## config.mk

```make
export PLATFORM = sky130hd
export DESIGN_NAME = slot_select_sequencer
export DESIGN_NICKNAME = d
export VERILOG_FILES = /design/src/rtl/slot_select_sequencer.sv
export SDC_FILE = /design/constraint.sdc
export NUM_CORES = 1
export LEC_CHECK = 0
export ABC_AREA = 1
export CORE_ASPECT_RATIO = 1.1
export CORE_MARGIN = 2
export CORE_UTILIZATION = 48
export DETAILED_ROUTE_END_ITERATION = 12
export MAX_ROUTING_LAYER = met4
export PLACE_DENSITY_LB_ADDON = 0.05
export SYNTH_ARGS = -nofsm -noshare
export SYNTH_HDL_FRONTEND = slang
export SYNTH_SLANG_ARGS = --single-unit
```

## constraint.sdc

```tcl
create_clock -name clk_i -period 1.88 [get_ports clk_i]
set_input_delay 0.282 -clock clk_i [delete_from_list [all_inputs] [get_ports clk_i]]
set_output_delay 0.282 -clock clk_i [all_outputs]
set_load 0.05 [all_outputs]
```

## src/rtl/slot_select_sequencer.sv

```systemverilog
// Purpose: registered one-hot slot-select sequencer for I2S receive word assembly (optional macro SLOT_SEQ_AUTO_WRAP_EN).
// Latency: 1 clk_i from sync_i/adv_i/abort_i to every output; all outputs come from registers.
// Backpressure: none; accepts an adv_i strobe every cycle, and adv_i in IDLE is dropped.
module slot_select_sequencer #(
    parameter int SLOT_COUNT  = 32,
    parameter int INDEX_WIDTH = $clog2(SLOT_COUNT),
    parameter int MSB_FIRST   = 1
) (
    input  logic                   clk_i,
    input  logic                   rst_i,
    input  logic                   sync_i,
    input  logic                   adv_i,
    input  logic                   abort_i,
    output logic [SLOT_COUNT-1:0]  sel_o,
    output logic [INDEX_WIDTH-1:0] idx_o,
    output logic                   active_o,
    output logic                   last_o,
    output logic                   done_o
);

    localparam logic [0:0] ST_IDLE = 1'b0;
    localparam logic [0:0] ST_RUN  = 1'b1;

    // First slot of a word and the slot that completes it.
    localparam logic [INDEX_WIDTH-1:0] IDX_START = (MSB_FIRST != 0) ? INDEX_WIDTH'(SLOT_COUNT - 1) : '0;
    localparam logic [INDEX_WIDTH-1:0] IDX_TERM  = (MSB_FIRST != 0) ? '0 : INDEX_WIDTH'(SLOT_COUNT - 1);
    localparam logic [SLOT_COUNT-1:0]  SEL_ONE   = {{(SLOT_COUNT-1){1'b0}}, 1'b1};

    logic [0:0]             state;
    logic [INDEX_WIDTH-1:0] idx;
    logic [INDEX_WIDTH-1:0] idx_step;
    logic [SLOT_COUNT-1:0]  sel;
    logic                   done;

    // Neighbouring index one step toward the terminal slot.
    always_comb begin
        idx_step = idx;
        if (MSB_FIRST != 0) begin
            idx_step = idx - 1'b1;
        end else begin
            idx_step = idx + 1'b1;
        end
    end

    // State, index and one-hot select; priority is reset, sync, abort, advance.
    always_ff @(posedge clk_i) begin
        if (rst_i) begin
            state <= ST_IDLE;
            idx   <= '0;
            sel   <= '0;
            done  <= 1'b0;
        end else begin
            done <= 1'b0;
            if (sync_i) begin
                // A simultaneous adv_i is dropped: the first bit lands on the next strobe.
                state <= ST_RUN;
                idx   <= IDX_START;
                sel   <= SEL_ONE << IDX_START;
            end else if (abort_i) begin
                // Index is left where it was so it can be inspected after an abort.
                state <= ST_IDLE;
                sel   <= '0;
            end else if (adv_i && (state == ST_RUN)) begin
                if (idx == IDX_TERM) begin
                    done <= 1'b1;
`ifdef SLOT_SEQ_AUTO_WRAP_EN
                    // Continuous framing: roll straight into the next word.
                    idx <= IDX_START;
                    sel <= SEL_ONE << IDX_START;
`else
                    // Single word: wait for a fresh sync_i.
                    state <= ST_IDLE;
                    sel   <= '0;
`endif
                end else begin
                    idx <= idx_step;
                    sel <= SEL_ONE << idx_step;
                end
            end
        end
    end

    assign sel_o    = sel;
    assign idx_o    = idx;
    assign active_o = (state == ST_RUN);
    assign last_o   = (state == ST_RUN) && (idx == IDX_TERM);
    assign done_o   = done;

endmodule

```

# Yosys cells after proc, flatten, opt, wreduce, memory -nomap -nowiden
# Cells that the tools add are included.
# W data, S select, Z words.
# totals
reg_bits,39
input_bits,5
# classes
addsub,1
n_eq_ne,2
n_shift,1
n_mux,13
bitwise,1
n_reduce_logical,10
# op_table
operator,count
$mux W32,4
$shl A1 B5 Y32 const A,1
$mux W5,4
$reduce_bool A3 Y1,2
$logic_not A5 Y1,1
$mux W1,5
$sub A5 B1 Y5 const B,1
$ne A2 B2 Y1 const B,2
$reduce_or A4 Y1,1
$reduce_and A3 Y1,1
$reduce_or A3 Y1,1
$logic_and A1 B1 Y1,2
$reduce_and A2 Y1,1
$reduce_bool A2 Y1,1
$not A1 Y1,1

# Longest topological paths before layout
# depth
depth_word,6
mapped_depth,9

# Worst setup path before layout
# No wires, ideal clock.
# synth_timing
kind,register to output
startpoint,reg idx[0] (netlist: idx_o[0])
endpoint,out last_o
arrival_ns,1.847
t_required_ns,1.598
path_slack_ns,-0.249
path_stages_with_launch,5
path_buffers,0
path_cell_list,dfxtp_1 > inv_1 > ha_1 > nand3_1 > nor2_1
# synth_between
elab_chain_cells,2
# synth_lines
item,line,rtl
start: declaration,30,logic [INDEX_WIDTH-1:0] idx;
start signal: assignment,76,idx <= idx_step;
$logic_not A5 Y1,86,assign last_o = (state == ST_RUN) && (idx == IDX_TERM);
$logic_and A1 B1 Y1,86,
end: declaration,17,"output logic last_o,"
# Every way passes these cells.

# Final worst setup path
# layout_timing
startpoint,reg idx[1] (netlist: idx_o[1])
endpoint,out idx_o[1]
# layout_lines
item,line,rtl
end: declaration,15,"output logic [INDEX_WIDTH-1:0] idx_o,"
# No word-level cell between the ends.

==> results.txt <==
----------------------------------------------------
[Detailed routing]
  Vias after detailed routing ... 1,759
  DR DRC count ... 0
  Vias per inst ... roughly 4.8
  Overall routed net length ... between 4000 and 5000 um
  Pre-antenna DRT Iters ... 4
  ANT nets after route ... 0
  Count of routing violations after the opening detailed-route iteration ... 94
  Routed wire length per instance ... between 10 and 15 um

[Power]
  Pwr Density ... roughly 770 mW/mm^2
  P_leak ... approximately 0.90 nW
  Largest vdd supply drop ... 0.000494 V

[Logic synthesis]
  Top post-synthesis cells by area ... dfxtp_1, nor2_1, nand3_1, inv_1, nand2_1
  Count of different cell masters after synthesis ... 19
  Number of warnings reported in the yosys synthesis log ... 0
  Register bit total from synthesis ... 39
  Post-synth top area share ... between 40% and 50%
  Syn avg cell area ... around 6.9 um^2
  Number of cells produced by synthesis ... between 200 and 300
  Sequential-to-total area share from yosys stat ... between 40 and 50%
  Total nets after synthesis ... between 200 and 300
  Cell taking the most area after synthesis ... dfxtp_1
  Area of the mapped netlist ... between 0.0015 and 0.002 mm^2

[Setup path]
  Critical path cell sequence ... clkdlybuf4s50_1
  Buffers and inverters on the worst path ... 1
  Endpoint arrival time on the critical path ... 1.52 ns
  Kind of end point of the critical path ... output pin
  Startpoint type of the worst setup path ... register
  Crit Path Class ... register to output pin
  Peak fanout along the critical path ... 6
  Slowest Stage Delay on Critical Path ... 0.82 ns
  Critical path origin ... idx_o[1]
  Critical path's top delay family ... buffers and inverters
  Startpoint of the worst register-to-register path ... idx_o[1]
  Endpoint required time on the critical path ... 1.60 ns
  Slowest cell on the critical path ... clkdlybuf4s50_1

[STA]
  Unrepaired setup endpoints after global routing ... true
  Post-Route Hold Slack ... 0.467 ns
  Final hold viol count ... 0
  Final worst-path cycle share ... a little over nine tenths
  Clock Skews ... 0.00702 ns
  Peak clock frequency supported by timing ... 556 MHz
  Worst rel slew slack ... 63.5%
  Min Tclk post-route ... 1.80 ns
  Slew Viols, Final ... 0
  Transition time at the pin with the least slew margin ... 0.545 ns
  Total setup violations reported at the end of the flow ... 0

[Global routing]
  GRT Resource Usage Total ... about a fifth
  Pin count of the biggest net entering global routing ... 21
  Initial antenna violation count ... 0
  Wire length of the first global-routing pass ... ~7300 um
  Vias in the first global route ... about 1,600
  Total grt overflow ... 0

[Floorplanning]
  Die area ... between 0.004 and 0.005 mm^2
  Starting utilization of the core area ... 50.5%
  Die width ... approximately 63 um
  Number of top-level pins ... 45
  Core Box Area ... about 0.0037 mm^2
  # rows ... 23
  Die boundary height ... around 70 um

[Final layout]
  Antenna diode count ... 0
  Fraction of layout instances using a drive strength above 1 ... about a tenth
  Post-layout net count ... about 330
  Area growth from synthesis to layout ... 33.7%
  Fill cell instance count of the final layout ... 369
  Fraction of the core area covered by cells at the end of the flow ... 67.6%

[Clocking]
  Clock-pin transition on the worst setup and hold timing paths ... ~0.080 ns
  TritonCTS clock tree ... done
  Clock latency on the worst-skew pair ... 0.29 ns
  CTS sink count ... 39
  Clock Tree Buf Depth ... 2
  Hold-fix buffers at CTS ... 0
  Total CTS buffers ... 5
  Clock Root Buffer ... clkbuf_8
  Number of levels in the clock H-tree ... 2

[Flow run]
  Number of violations of the max-capacitance limit ... 0

[Min path]
  Hold wc startpoint ... sel_o[24]
  Hold Crit Class ... register to register

[Place]
  Detailed Place HPWL ... roughly 3100 um
  Placer Congestion ... approximately 0.81
  Count of buffers inserted at the top-level ports ... 44

[Status]
  Outcome ... finished clean

----------------------------------------------------
==> where the power goes <==
part / switching (mW) / total [mW] / leakage, nW / internal, mW
logic: 0.238 / 0.339 / 0.523 / 0.101
clock network: 0.301 / 0.696 / 0.0581 / 0.395
registers: 0.0210 / 0.862 / 0.317 / 0.841
==> cells in the final DEF (no fill, tap or decap) <==
cell type,count
a21oi_1,22
buf_12,1
buf_4,8
bufinv_16,1
clkbuf_8,5
clkdlybuf4s50_1,41
clkinv_1,1
clkinv_2,1
clkinv_4,1
dfxtp_1,37
dfxtp_2,2
ha_1,6
inv_1,33
nand2_1,33
nand2_2,4
nand2_4,1
nand3_1,35
nand3_2,3
nand3_4,1
nand4_1,1
nor2_1,70
nor2_2,4
nor2_4,1
o21ai_0,4
==> synthesized netlist by cell type, drive strengths merged <==
master,n
nand3,39
buf,4
nor2,75
clkbuf,4
ha,6
inv,33
dfxtp,39
nand4,1
a21oi,22
o21ai,4
clkinv,1
nand2,38
==> stage by stage <==
step                setup TNS [ns]  total power [mW]  cell area [um^2]  std cells  setup slack (ns)
global route                -0.193              1.98              2470        366           -0.0638
floorplan                        0              1.12              1850        266           0.00484
finish                           0              1.90              2470        366            0.0824
CTS                              0              1.91              2460        366            0.0472
global placement                 0              1.21              2350        358             0.160
detailed placement               0              1.21              2350        358             0.141
==> flip-flops by register name (all words and copies together) (netlist names) <==
name	flops
idx_o	5
sel_o	32
active_o	1
done_o	1
==> path summary, 6_finish.rpt <==
kind / endpoint / slack [ns] / depth (start not counted)
worst max-delay path: idx_o[1] / 0.08 / 1
worst min register to register: sel_o[24] / 0.47 / 2
worst min-delay path: sel_o[24] / 0.47 / 2
worst max register to register: sel_o[6] / 0.10 / 8
==> routing by layer <==
metal	GRT usage (%)	routed length, um	vias to the layer above
met4	4.44	46	0
met3	4.89	218	6
met2	35.6	2130	44
met1	26.5	1970	777
li1	-	-	932
met5	-	0	-
==> logic make-up (layout without fill, tap and decap cells) <==
kind of cell / Yosys count / count (layout) / share of synthesized area [%]
buffers and inverters: 42 / 92 / 9.76
AND/OR/NAND/NOR: 153 / 153 / 36.9
adder cells (fa/ha/maj): 6 / 6 / 4.06
flip-flops: 39 / 39 / 42.3
AO/OA/AOI/OAI: 26 / 26 / 7.05
==> layout make-up <==
type	instances	area, um^2	share of cell area (%)
timing repair buffer	50	490	19.9
clock buffer	5	68.8	2.79
tap	50	62.6	2.53
sequential	39	783	31.7
clock inverter	3	43.8	1.77
multi-input combinational	185	893	36.2
inverter	34	128	5.17
==> repair_timing <==
item                       CTS  global route
setup endpoints to repair    0             6
gates resized for setup      0             1
setup buffers                0             0
No activity file was read; power rests on OpenSTA's default activity.
